--- src/rtl/pn_pkg.sv ---
// Shared types and default sizing for the Petri-net firing controller.
package pn_pkg;

    // Default sizing for the current net: 15 transitions, 4-bit index, 30-bit count.
    localparam int PN_NT = 15;
    localparam int PN_IW = 4;
    localparam int PN_CW = 30;

    typedef enum logic [2:0] {
        ST_IDLE,
        ST_EVAL,
        ST_FIRE,
        ST_PAUSE,
        ST_DEAD,
        ST_DONE
    } state_t;

    // States in which the controller is at rest and will accept a new start.
    function automatic logic is_quiescent(state_t s);
        return (s == ST_IDLE) || (s == ST_DEAD) || (s == ST_DONE);
    endfunction

endpackage

--- src/rtl/pn_rr_pick.sv ---
// Round-robin picker: rotate the candidate vector so the search starts just
// above ptr, take the lowest set bit, then rotate the index back.
module pn_rr_pick
    import pn_pkg::*;
#(
    parameter int NT = PN_NT,
    parameter int IW = PN_IW
) (
    input  logic [NT-1:0] cand,
    input  logic [IW-1:0] ptr,
    output logic [NT-1:0] gnt_onehot,
    output logic [IW-1:0] gnt_idx,
    output logic          any
);

    logic [IW-1:0] start_pos;
    logic [NT-1:0] rotated;
    logic [IW-1:0] offset;
    logic [IW:0]   sum;

    // Rotate so that bit 0 of 'rotated' is candidate (ptr+1) mod NT.
    always_comb begin
        // NOTE: every signal written in always_comb gets a value on every path; the defaults come first so no latch can be inferred.
        start_pos = '0;
        if (ptr < IW'(NT - 1)) begin
            start_pos = ptr + IW'(1);
        end
        rotated = NT'({cand, cand} >> start_pos);
    end

    // Find the first set bit of the rotated vector and map it back to a net index.
    always_comb begin
        offset = '0;
        any    = 1'b0;
        for (int i = NT - 1; i >= 0; i--) begin
            if (rotated[i]) begin
                offset = IW'(i);
                any    = 1'b1;
            end
        end
        sum = {1'b0, start_pos} + {1'b0, offset};
        if (sum >= (IW + 1)'(NT)) begin
            sum = sum - (IW + 1)'(NT);
        end
        gnt_idx    = sum[IW-1:0];
        gnt_onehot = any ? (NT'(1) << gnt_idx) : '0;
    end

endmodule

--- src/rtl/pn_fire_scheduler.sv ---
// Firing sequencer for the Petri-net marking datapath: picks one enabled
// transition per round (immediate class first, round-robin within a class),
// handshakes it with the datapath, and tracks count, deadlock and limit.
module pn_fire_scheduler
    import pn_pkg::*;
#(
    parameter int NT        = PN_NT,
    parameter int IW        = PN_IW,
    parameter int CW        = PN_CW,
    parameter int MAX_FIRES = 0
) (
    input  logic          clk,
    input  logic          rst,
    input  logic          start,
    input  logic          halt,
    input  logic          step_mode,
    input  logic          step_req,
    input  logic [NT-1:0] enabled,
    input  logic [NT-1:0] prio_mask,
    output logic          fire_valid,
    output logic [NT-1:0] fire_onehot,
    output logic [IW-1:0] fire_idx,
    input  logic          fire_ack,
    output logic          busy,
    output logic          deadlock,
    output logic          limit_hit,
    output logic [CW-1:0] fire_count
);

    state_t        state_q;
    state_t        state_d;
    logic [IW-1:0] rr_ptr_q;
    logic [NT-1:0] onehot_q;
    logic [IW-1:0] idx_q;
    logic [CW-1:0] count_q;
    logic          deadlock_q;
    logic          limit_hit_q;

    logic [NT-1:0] imm_cand;
    logic [NT-1:0] cand;
    logic [NT-1:0] pick_onehot;
    logic [IW-1:0] pick_idx;
    logic          pick_any;
    logic [CW-1:0] count_inc;
    logic          limit_reach;

    // Immediate transitions, when any are enabled, shut out the timed class.
    assign imm_cand = enabled & prio_mask;
    assign cand     = (imm_cand != '0) ? imm_cand : enabled;

    pn_rr_pick #(
        .NT (NT),
        .IW (IW)
    ) u_pick (
        .cand       (cand),
        .ptr        (rr_ptr_q),
        .gnt_onehot (pick_onehot),
        .gnt_idx    (pick_idx),
        .any        (pick_any)
    );

    // Saturating increment, and the limit test applied to the post-ack count.
    assign count_inc   = (&count_q) ? count_q : count_q + CW'(1);
    assign limit_reach = (MAX_FIRES != 0) && (count_inc == CW'(MAX_FIRES));

    // State register.
    always_ff @(posedge clk or posedge rst) begin
        // NOTE: sequential state uses non-blocking assignments so every flop samples pre-edge values regardless of statement order.
        if (rst) begin
            state_q <= ST_IDLE;
        end else begin
            state_q <= state_d;
        end
    end

    // Next-state logic.
    always_comb begin
        state_d = state_q;
        case (state_q)
            ST_IDLE, ST_DEAD, ST_DONE: begin
                if (start) state_d = ST_EVAL;
            end
            ST_EVAL: begin
                if (!pick_any)  state_d = ST_DEAD;
                else if (halt)  state_d = ST_IDLE;
                else            state_d = ST_FIRE;
            end
            ST_FIRE: begin
                // The request is never withdrawn; only the ack releases FIRE.
                if (fire_ack) begin
                    if (limit_reach)    state_d = ST_DONE;
                    else if (halt)      state_d = ST_IDLE;
                    else if (step_mode) state_d = ST_PAUSE;
                    else                state_d = ST_EVAL;
                end
            end
            ST_PAUSE: begin
                if (halt)                       state_d = ST_IDLE;
                else if (step_req || !step_mode) state_d = ST_EVAL;
            end
            default: state_d = ST_IDLE;
        endcase
    end

    // Grant latch, round-robin pointer, firing count and sticky status flags.
    always_ff @(posedge clk or posedge rst) begin
        if (rst) begin
            rr_ptr_q    <= IW'(NT - 1);
            onehot_q    <= '0;
            idx_q       <= '0;
            count_q     <= '0;
            deadlock_q  <= 1'b0;
            limit_hit_q <= 1'b0;
        end else begin
            case (state_q)
                ST_IDLE, ST_DEAD, ST_DONE: begin
                    if (start) begin
                        rr_ptr_q    <= IW'(NT - 1);
                        count_q     <= '0;
                        deadlock_q  <= 1'b0;
                        limit_hit_q <= 1'b0;
                    end
                end
                ST_EVAL: begin
                    if (!pick_any) begin
                        deadlock_q <= 1'b1;
                    end else if (!halt) begin
                        onehot_q <= pick_onehot;
                        idx_q    <= pick_idx;
                    end
                end
                ST_FIRE: begin
                    if (fire_ack) begin
                        rr_ptr_q <= idx_q;
                        count_q  <= count_inc;
                        if (limit_reach) limit_hit_q <= 1'b1;
                    end
                end
                default: ;
            endcase
        end
    end

    // Grant outputs read zero outside FIRE so the datapath never sees a stale index.
    assign fire_valid  = (state_q == ST_FIRE);
    assign fire_onehot = fire_valid ? onehot_q : '0;
    assign fire_idx    = fire_valid ? idx_q : '0;
    assign busy        = !is_quiescent(state_q);
    assign deadlock    = deadlock_q;
    assign limit_hit   = limit_hit_q;
    assign fire_count  = count_q;

endmodule

--- config.mk ---
export PLATFORM = sky130hd
export DESIGN_NAME = pn_fire_scheduler
export DESIGN_NICKNAME = d
export VERILOG_FILES = /design/src/rtl/pn_pkg.sv /design/src/rtl/pn_rr_pick.sv /design/src/rtl/pn_fire_scheduler.sv
export SDC_FILE = /design/constraint.sdc
export NUM_CORES = 1
export LEC_CHECK = 0
export ABC_AREA = 1
export CORE_MARGIN = 1
export CORE_UTILIZATION = 49
export CTS_CLUSTER_SIZE = 30
export DETAILED_ROUTE_END_ITERATION = 10
export PLACE_DENSITY = 0.82
export SLEW_MARGIN = 30
export SYNTH_ARGS = -nofsm -noshare
export SYNTH_HDL_FRONTEND = slang
export SYNTH_SLANG_ARGS = --single-unit
--- constraint.sdc ---
create_clock -name clk -period 5.7 [get_ports clk]
set_input_delay 1.14 -clock clk [delete_from_list [all_inputs] [get_ports clk]]
set_output_delay 1.14 -clock clk [all_outputs]
set_load 0.02 [all_outputs]
==> impl_results.md, run 1 <==
- CP top delay family: simple AND/OR/NAND/NOR gates
- Area leader, netlist: dfrtp_1
- Clock root cell: clkbuf_8
- CP dominant cell by count: nand2_1
- Synth top area share: 29.1%
- Later-pin clock latency in the skew report: 350 ps
- Core footprint: 0.00920 mm2
- Ys async rst share: 100%
- Max Cap Violations: 0
- Share of cells above drive strength 1: 27.2%
- Worst Path Buf+Inv: 6
- Most frequent cells after synthesis: nand2_1 (143), nand3_1 (106), inv_1 (83)
- Class of the worst hold path: reg2reg
- Worst setup endpoint: onehot_q[9]
- Number of global-route vias before repair: 4791
- Vias post-DR: 5079
- CP Depth: 39
- Reg2reg setup slack: 680 ps
- CP Launch Point: enabled[1]
- Full die area: 0.00987 mm2
- TritonRoute pass-1 iters: 7
- Hpwl dp: 9520 um
- Crit end category: flip-flop
- Crit-path max cell delay: 490 ps
- Mux share of post-synthesis cell area: 0%
- GR Util All Layers: 26.3%
- Netlist cell types: 50
- Outcome: complete, no violations
- Grt total ovfl: 0
- Place WS: -367 ps
- Initial Util: 50.5%
- Cell Area, Synth: 0.00464 mm2
- Port bufs: 88
- Crit-path slowest cell: clkdlybuf4s50_1
- Post-Synth Simple-Gate Area: 42.0%
- Diode count: 0
- Main combinational cell family by area after synthesis: simple AND/OR/NAND/NOR gates
- Area of the multi-input gates: 0.00305 mm2
- Worst Path Max Fanout: 6
- CTS Hold Bufs: 0
- Top cells by area, synth: dfrtp_1 (29%), nand2_1 (12%), nand3_1 (11%)
- Synthesized flop and latch total: 57
- R2R depth: 33
- Critical Path RT: 5970 ps
- Period minus WS final: 5550 ps
- RSZ-0062 raised after global routing: true
- Critical path arrival: 5820 ps
- Via density per instance: 5.48
- Cell with the most instances after synthesis: nand2_1
- Syn. warnings: 0
- Synth Area in XOR/XNOR: 0.754%
- Final Hold Viols: 0
- CP startpoint kind: input pin
- R2R Path Start: rr_ptr_q[1]
- NumNets Final: 855
- Sequential share of the synthesized area: 30.8%
- Setup_tns: 0 ps
- Initial antenna violation count: 0
- Worst Skew: 13.3 ps
- Post-DR wirelength/cell: 14.7 um
- Adder-Cell Fraction of Synth Area: 2.32%
- Predominant post-synthesis flop cell: dfrtp_1
- Final setup margin: 149 ps
- DRT iter0 DRCs: 212
- H-tree depth: 3
- Class of the most critical setup path: in2reg
- First-pass GRT wire length: 21000 um
- Antenna-violating nets left: 0
- Final setup violation count: 0
- Drt total wl: 13700 um
- Die Span X: 99.4 um
- TritonCTS Buffers: 9
- Fin crit share: 97.4%
- Worst R2R End: onehot_q[9]
- Die Height: 99.4 um
- Actual slew at the worst max-slew pin: 728 ps
- CTS clk-pin slew, worst paths: 70 ps
- Clk sinks: 57
- TritonCTS clock tree: built
- Syn_nets: 720
- Relative slew slack: 51.5%
- Fillers: 744
- Post-synth EDFFs: 0
- Fmax: 180 MHz
- Gpl congestion: 0.876
- Compound-Gate Fraction of Synth Area: 13.0%
- Top Ports: 90
- DRC violations left: 0
- Synthesized area per cell: 6.88 um2
- FF+latch area: 0.00143 mm2
- Cell count after synthesis: 675
- Largest net degree at the start of global routing: 58
- Rows: 35
- Slew Limit Fails: 0
- Max clock buf depth: 2
- Area grow syn2layout: 40.1%
==> stage by stage <==
stage,cell area (um2),hold slack [ps],util (%),instances
6_report,6500,483,70.7,926
5_1_grt,6500,509,70.7,926
4_1_cts,6100,489,66.3,921
3_5_place_dp,5890,471,64.1,905
3_3_place_gp,5890,460,64.1,905
2_1_floorplan,4640,453,-,675
==> registers in the layout, summed over array words and instances (netlist names) <==
name / cells
onehot_q: 15
idx_q: 4
deadlock: 1
state_q: 3
rr_ptr_q: 4
fire_count: 30
==> worst min-delay path: stages (launching register included) <==
cell,delay [ps]
dfrtp_1,350
nand2_1,60
nand2_1,40
==> cell families (layout without fill, tap and decap cells) <==
family | after synthesis | count (layout)
AND/OR/NAND/NOR | 392 | 392
flip-flops | 57 | 57
buffers and inverters | 113 | 253
XOR/XNOR | 4 | 4
adder cells (fa/ha/maj) | 8 | 8
other | 1 | 1
AO/OA/AOI/OAI | 100 | 100
==> area by class of cell <==
type | count | share of cell area, %
Clock buffer | 12 | 2.39
Inverter | 94 | 5.42
Sequential cell | 57 | 22.0
Timing Repair Buffer | 143 | 20.3
Multi-Input combinational cell | 505 | 47.0
Clock inverter | 4 | 0.789
Tap cell | 111 | 2.14
==> what timing repair did <==
action / in CTS / in global routing
pin swaps: 0 / 18
hold endpoints to repair: 0 / 0
endpoints found under the setup margin: 1 / 18
resized for setup: 1 / 93
buffers inserted: 0 / 5
==> layout by cell type (no fill, tap or decap), types with 3 or more instances in the layout <==
master | synthesis | routed
a21oi_1 | 26 | 23
a21oi_2 | 5 | 8
a31oi_1 | 6 | 6
buf_4 | 4 | 51
buf_6 | 2 | 3
clkbuf_8 | 0 | 11
clkdlybuf4s50_1 | 0 | 86
dfrtp_1 | 54 | 54
dfstp_2 | 3 | 3
ha_1 | 7 | 6
inv_1 | 83 | 79
inv_2 | 10 | 15
nand2_1 | 143 | 135
nand2_2 | 5 | 13
nand2_4 | 6 | 6
nand3_1 | 106 | 58
nand3_2 | 21 | 69
nand4_1 | 9 | 9
nor2_1 | 60 | 59
nor2_2 | 3 | 4
nor2_4 | 6 | 6
nor3_1 | 18 | 13
nor3_2 | 1 | 3
nor3_4 | 0 | 3
nor3b_1 | 3 | 3
nor4_1 | 4 | 4
o21a_1 | 5 | 5
o21ai_0 | 37 | 28
o21ai_1 | 7 | 12
o21ai_2 | 5 | 9
o21bai_2 | 3 | 3
==> routing by layer <==
layer / GRT usage, % / share of wire [%] / wire length (um) / vias up
li1: - / - / - / 2498
met1: 32.7 / 41 / 5580 / 2350
met2: 44.6 / 51 / 6910 / 185
met3: 4.78 / 5.3 / 720 / 46
met4: 11.7 / 3.3 / 445 / 0
met5: 0 / 0 / 0 / -
==> how the worst min path moves through the flow <==
| stage | from | end | slack, ps | cells after the start |
|---|---|---|---|---|
| 4_1_cts | deadlock | deadlock | 490 | 2 |
| 3_5_place_dp | deadlock | deadlock | 470 | 2 |
| 2_1_floorplan | onehot_q[10] | onehot_q[10] | 450 | 2 |
| 5_1_grt | deadlock | deadlock | 510 | 2 |
| 6_report | deadlock | deadlock | 480 | 2 |
| 3_3_place_gp | deadlock | deadlock | 460 | 2 |
Power of run 1 is left out: the tool's default activity adds up to more than one toggle a clock period on the data nets, which glitch-free logic cannot reach.
==> inputs of run 2 (changes only) <==
- ABC_CLOCK_PERIOD_IN_PS: unset -> 5700
- SLEW_MARGIN: 30 -> unset
==> results of run 2 <==
The final DEF is identical to that of run 1; final timing and power are the same.
Power of run 2 is left out for the same reason.
